$ cat src/rtl/eth_tg_pkg.sv
// Shared beat layout and helpers for the Ethernet traffic generator/checker.
// A beat is {port, pkt_seq, widx, pkt_seq[15:0] ^ A5A5}, so every word identifies itself.
package eth_tg_pkg;

  localparam int DATA_W  = 64;
  localparam int EMPTY_W = 3;
  localparam int SEQ_LSB = 32;
  localparam int SEQ_W   = 24;
  localparam logic [15:0] CHK_KEY = 16'hA5A5;

  localparam logic [0:0] ST_IDLE = 1'b0;
  localparam logic [0:0] ST_SEND = 1'b1;

  typedef struct packed {
    logic [7:0]  port;
    logic [23:0] seq;
    logic [15:0] widx;
    logic [15:0] chk;
  } beat_t;

  function automatic logic [DATA_W-1:0] make_beat(input logic [7:0] port,
                                                  input logic [23:0] seq,
                                                  input logic [15:0] widx);
    beat_t b;
    b.port = port;
    b.seq  = seq;
    b.widx = widx;
    b.chk  = seq[15:0] ^ CHK_KEY;
    return b;
  endfunction

  function automatic logic [EMPTY_W-1:0] exp_empty(input logic [23:0] seq,
                                                   input bit var_empty);
    return var_empty ? seq[2:0] : '0;
  endfunction

endpackage

$ cat src/rtl/eth_tg_lane.sv
// One port: packet generator FSM, in-order checker with sop resync, and packet counters.
// The error strobe is combinational so the top can aggregate all lanes in one cycle.
module eth_tg_lane
  import eth_tg_pkg::*;
#(
  parameter int PORT      = 0,
  parameter int PKT_WORDS = 8,
  parameter int PKT_LIMIT = 10000,
  parameter int VAR_EMPTY = 0
) (
  input  logic               clock,
  input  logic               reset,
  input  logic               start_ok,
  output logic [DATA_W-1:0]  tx_data,
  output logic               tx_valid,
  output logic               tx_sop,
  output logic               tx_eop,
  output logic [EMPTY_W-1:0] tx_empty,
  input  logic               tx_ready,
  input  logic [DATA_W-1:0]  rx_data,
  input  logic               rx_valid,
  input  logic               rx_sop,
  input  logic               rx_eop,
  input  logic [EMPTY_W-1:0] rx_empty,
  input  logic               rx_ready,
  output logic [31:0]        pkts_sent,
  output logic [31:0]        pkts_rcvd,
  output logic               err,
  output logic [23:0]        err_seq
);

  localparam logic [15:0] LAST_IDX  = 16'(PKT_WORDS - 1);
  localparam logic [7:0]  PORT_ID   = 8'(PORT);
  localparam logic [31:0] LIMIT     = 32'(PKT_LIMIT);
  localparam bit          UNLIMITED = (PKT_LIMIT == 0);
  localparam bit          VAR_E     = (VAR_EMPTY != 0);

  logic [0:0]  state;
  logic [15:0] tx_widx;
  logic [23:0] tx_seq;
  logic        tx_fire;
  logic        tx_last;
  logic        more_ok;

  assign tx_valid = (state == ST_SEND);
  assign tx_sop   = tx_valid && (tx_widx == 16'd0);
  assign tx_eop   = tx_valid && (tx_widx == LAST_IDX);
  assign tx_data  = make_beat(PORT_ID, tx_seq, tx_widx);
  assign tx_empty = tx_eop ? exp_empty(tx_seq, VAR_E) : '0;
  assign tx_fire  = tx_valid && tx_ready;
  assign tx_last  = tx_fire && tx_eop;
  // On the eop cycle the limit is judged against the count after this packet.
  assign more_ok  = start_ok &&
                    (UNLIMITED || ((tx_last ? pkts_sent + 32'd1 : pkts_sent) < LIMIT));

  always_ff @(posedge clock) begin
    if (reset) begin
      state     <= ST_IDLE;
      tx_widx   <= '0;
      tx_seq    <= '0;
      pkts_sent <= '0;
    end else begin
      case (state)
        ST_IDLE: begin
          if (more_ok) begin
            state   <= ST_SEND;
            tx_widx <= '0;
          end
        end
        ST_SEND: begin
          if (tx_fire) begin
            if (tx_eop) begin
              pkts_sent <= pkts_sent + 32'd1;
              tx_seq    <= tx_seq + 24'd1;
              tx_widx   <= '0;
              state     <= more_ok ? ST_SEND : ST_IDLE;
            end else begin
              tx_widx <= tx_widx + 16'd1;
            end
          end
        end
        default: state <= ST_IDLE;
      endcase
    end
  end

  logic [15:0]       rx_widx;
  logic [23:0]       rx_seq;
  logic              dropping;
  logic              resync;
  logic              check;
  logic              bad;
  logic [23:0]       seq_use;
  logic [15:0]       widx_use;
  logic [DATA_W-1:0] exp_data;

  // After an error, beats are discarded until a sop, whose seq field is adopted.
  assign resync   = dropping && rx_sop;
  assign check    = rx_valid && rx_ready && (!dropping || rx_sop);
  assign seq_use  = resync ? rx_data[SEQ_LSB +: SEQ_W] : rx_seq;
  assign widx_use = resync ? 16'd0 : rx_widx;
  assign exp_data = make_beat(PORT_ID, seq_use, widx_use);
  assign bad      = (rx_data != exp_data) ||
                    (rx_sop != (widx_use == 16'd0)) ||
                    (rx_eop != (widx_use == LAST_IDX)) ||
                    (rx_eop && (rx_empty != exp_empty(seq_use, VAR_E)));
  assign err      = check && bad;
  assign err_seq  = seq_use;

  always_ff @(posedge clock) begin
    if (reset) begin
      rx_widx   <= '0;
      rx_seq    <= '0;
      dropping  <= 1'b0;
      pkts_rcvd <= '0;
    end else if (check) begin
      if (bad) begin
        dropping <= 1'b1;
      end else begin
        dropping <= 1'b0;
        if (widx_use == LAST_IDX) begin
          pkts_rcvd <= pkts_rcvd + 32'd1;
          rx_seq    <= seq_use + 24'd1;
          rx_widx   <= '0;
        end else begin
          rx_seq  <= seq_use;
          rx_widx <= widx_use + 16'd1;
        end
      end
    end
  end

endmodule

$ cat config.mk
export PLATFORM = sky130hd
export DESIGN_NAME = eth_tg_lane
export DESIGN_NICKNAME = d
export VERILOG_FILES = /design/src/rtl/eth_tg_pkg.sv /design/src/rtl/eth_tg_lane.sv
export SDC_FILE = /design/constraint.sdc
export NUM_CORES = 1
export LEC_CHECK = 0
export CORE_MARGIN = 2
export CORE_UTILIZATION = 55
export CTS_CLUSTER_SIZE = 40
export DETAILED_ROUTE_END_ITERATION = 10
export HOLD_SLACK_MARGIN = 0.08
export PLACE_DENSITY = 0.87
export SETUP_SLACK_MARGIN = 0.3
export SYNTH_ARGS = -nofsm -noshare
export SYNTH_HDL_FRONTEND = slang
export SYNTH_SLANG_ARGS = --single-unit
$ cat constraint.sdc
create_clock -name clock -period 12 [get_ports clock]
set_clock_uncertainty 0.15 [all_clocks]
set_input_delay 3 -clock clock [delete_from_list [all_inputs] [get_ports clock]]
set_output_delay 3 -clock clock [all_outputs]
set_load 0.02 [all_outputs]
==> flow_summary_export.csv <==
group,metric,value,unit
grt,grt_pass1_wl,46.6,mm
pwr,p_int,868,uW
pwr,comb_power_share,0.085,
cts,ctsResizeCount,0,
drt,drc,0,
timing,tightest_slew,1.31,ns
timing,fmax,100,MHz
synthesis,avgSynthCellArea,7.52,sq um
job,cap_violations,0,
synthesis,synth_ff_type,"dfxtp_1",
placement,portBuffers,222,
worst_setup_path,arrival,6.85,ns
pwr,total_leakage_power,0.00444,uW
grt,antenna_found_initial,0,
worst_setup_path,crit_required,8.85,ns
synthesis,synth_seq_cells,146,
die,die_h,136,microns
worst_setup_path,reg2reg_from,"dropping",
worst_setup_path,worstReg2RegEnd,"pkts_rcvd[4]",
drt,firstDrtPassIters,7,
timing,slew_violations,0,
placement,dp.final_hpwl,22.0,mm
synthesis,yosysWarnings,0,
grt,gr-total-overflow,0,
placement,dpl_cell_area,11700,sq um
synthesis,synth_seq_area_share,0.303,
synthesis,synth_area,9650,sq um
cells_and_area,multi_input_area,5990,sq um
cells_and_area,area_growth,28.2,%
cts,clk_latency,0.42,ns
pwr,finalPower,1140,uW
pwr,ir_worst_vdd,0.000106,V
worst_setup_path,startpoint,"rx_sop",
placement,gp_congestion,0.991,
die,die_area,18600,sq um
cells_and_area,nets,1528,
cts,root_buffer,"clkbuf_16",
cts,postCtsSetupBuffers,0,
cts,cts_buffers,17,
grt,grt_max_degree,96,
cells_and_area,regArea,2920,sq um
drt,vias,10229,
pwr,power_density,92.5,nW/um^2
cts,htreeDepth,4,
drt,wl_per_cell,17.7,microns
die,die_w,136,microns
die,ios,234,
pwr,switching_power,276,uW
synthesis,synth_edf_count,0,
timing,fin_setup_tns,0,ns
synthesis,synthCells,1282,
die,rows,48,
worst_setup_path,r2r_slack,7.00,ns
synthesis,synth_cell_type_count,77,
run_status,status,"finished clean",
cells_and_area,final_area,12400,sq um
die,core,17200,sq um
cts,hold_buffers,0,
drt,vias_per_cell,6.08,
worst_setup_path,end_kind,"primary output",
worst_setup_path,worstSetupPathType,"primary input to primary output",
cts,clock_path_buffers,2,
worst_setup_path,crit_fanout,35,
cells_and_area,final_layout_size_suffix_gt1_frac,0.0494,
pwr,clkPwrFrac,0.490,
grt,track_usage,0.313,
cts,tritoncts,"yes",
drt,dr.first_iter.drc_count,920,
pwr,switching_share,0.241,
cells_and_area,antenna_cells,0,
pwr,p_seq_frac,0.425,
grt,grt_pass1_vias,9225,
min_path,hp-class,"flip-flop to flip-flop",
cells_and_area,final_core_util,0.717,
timing,min_period,10.00,ns
cts,clkTransAtPathRegs,0.07,ns
worst_setup_path,startpoint_type,"primary input",
drt,wl,29.9,mm
timing,rsz0062_at_grt,"no",
worst_setup_path,crit_path_end,"err",
synthesis,async_flop_share,0,
drt,postRouteAntennaNets,0,
timing,relSlewSlack,0.118,
cts,cts_num_sinks,146,
worst_setup_path,worstRegToRegCells,11,
cells_and_area,fillers,1403,
timing,period_share,0.834,
die,start_util,0.560,
timing,setup_viol,0,
timing,hold_viol,0,
power groups by stage:
stage               Combinational [uW]  Sequential, uW  Clock, uW
global route                       103             487        589
CTS                               95.7             487        566
floorplan                         51.0             498          0
finish                            97.5             487        560
global placement                  94.6             497          0
detailed placement                95.0             497          0
sequential cells by signal, summed over array words and instances (netlist names):
signal,flops
pkts_rcvd,32
pkts_sent,32
dropping,1
rx_seq,24
tx_valid,1
tx_widx,16
tx_seq,24
rx_widx,16
cells by family after synthesis:
kind of cell / count (synthesis) / synth area share
and+or+nand+nor: 605 / 0.329
adders and majority gates: 8 / 0.0104
other: 1 / 0.000389
AOI/OAI and AO/OA: 238 / 0.164
xor gates and xnor gates: 80 / 0.0726
muxes: 36 / 0.0409
buffers and inverters: 168 / 0.0799
DFF: 146 / 0.303
layout by cell type, fill, tap and decap left out, drive strengths merged, types with 18 or more instances in the layout:
cell / instances
dfxtp: 146
nand2: 118
inv: 77
xor2: 28
or3: 21
mux2: 27
o21ai: 56
xnor2: 52
clkbuf: 19
nand4: 49
nor3: 24
clkdlybuf4s50: 221
nor2b: 41
nand3: 63
nor2: 134
and4: 18
nor4: 26
and3: 53
a21oi: 64
layout make-up:
type / count / share of cell area
timing repair buffer: 229 / 0.184
inverter: 73 / 0.0222
tap: 225 / 0.0228
clock inverter: 13 / 0.0139
sequential: 146 / 0.236
multi-input combinational: 978 / 0.485
clock buffer: 19 / 0.0366
layer usage:
layer,track usage,share of wire,wire [microns],up-vias
met4,0.104,0.025,735,0
met5,0,0,0,-
met3,0.0619,0.086,2570,67
met1,0.407,0.41,12300,4830
met2,0.521,0.48,14200,477
li1,-,-,-,4855
stage by stage:
step           worst slack (ns)  hold slack [ns]  cells
6_report                   2.00            0.305   1683
5_1_grt                    1.81            0.340   1683
4_1_cts                    2.13            0.308   1683
3_5_place_dp               2.15            0.301   1651
3_3_place_gp               2.33            0.289   1651
2_1_floorplan              3.04            0.282   1292
critical path: stages:
cell and delay (ns):
clkdlybuf4s50_1 0.40, buf_4 0.24, nand2_4 0.32, nand2_1 0.18, inv_1 0.09, ha_1 0.24, nand2_1 0.07, nor3_1 0.46
nand4_1 0.15, a2111oi_0 0.57, and4_1 0.32, nor2b_1 0.15, a21oi_1 0.09, clkdlybuf4s50_1 0.55
synthesized netlist by cell type, types with 5 or more instances:
cell type	number	area, sq um
a21boi_0	5	37.5
mux2_2	6	67.6
nand3_1	63	315
nor4_1	24	150
a32o_1	11	110
nand4_1	48	300
nor3b_1	7	52.6
or4_1	10	75.1
dfxtp_1	146	2920
a22oi_1	5	37.5
or2_2	6	37.5
nor2_1	134	503
nand2_1	117	439
a21bo_2	6	60.1
xnor2_1	52	455
o21ai_0	52	260
a31oi_1	16	100
nor2b_1	41	257
inv_1	73	274
ha_1	8	100
o2bb2ai_1	7	61.3
o22ai_1	14	87.6
clkbuf_1	53	199
and4_1	18	158
and2_1	14	87.6
xor2_1	28	245
mux2_1	21	236
buf_4	26	195
mux2i_1	9	90.1
a21oi_1	64	320
nor3_1	24	120
nand2b_1	9	56.3
buf_2	10	50.1
or3_1	21	131
and3_1	53	332
o31ai_1	5	37.5
worst min path at each step:
stage,startpoint,cells after the start,endpoint
finish,rx_seq[20],2,rx_seq[20]
global route,rx_seq[19],2,rx_seq[19]
CTS,rx_seq[20],2,rx_seq[20]
detailed placement,rx_seq[20],2,rx_seq[20]
global placement,rx_seq[18],2,rx_seq[18]
floorplan,rx_seq[18],2,rx_seq[18]
(Power assumes the default switching activity.)
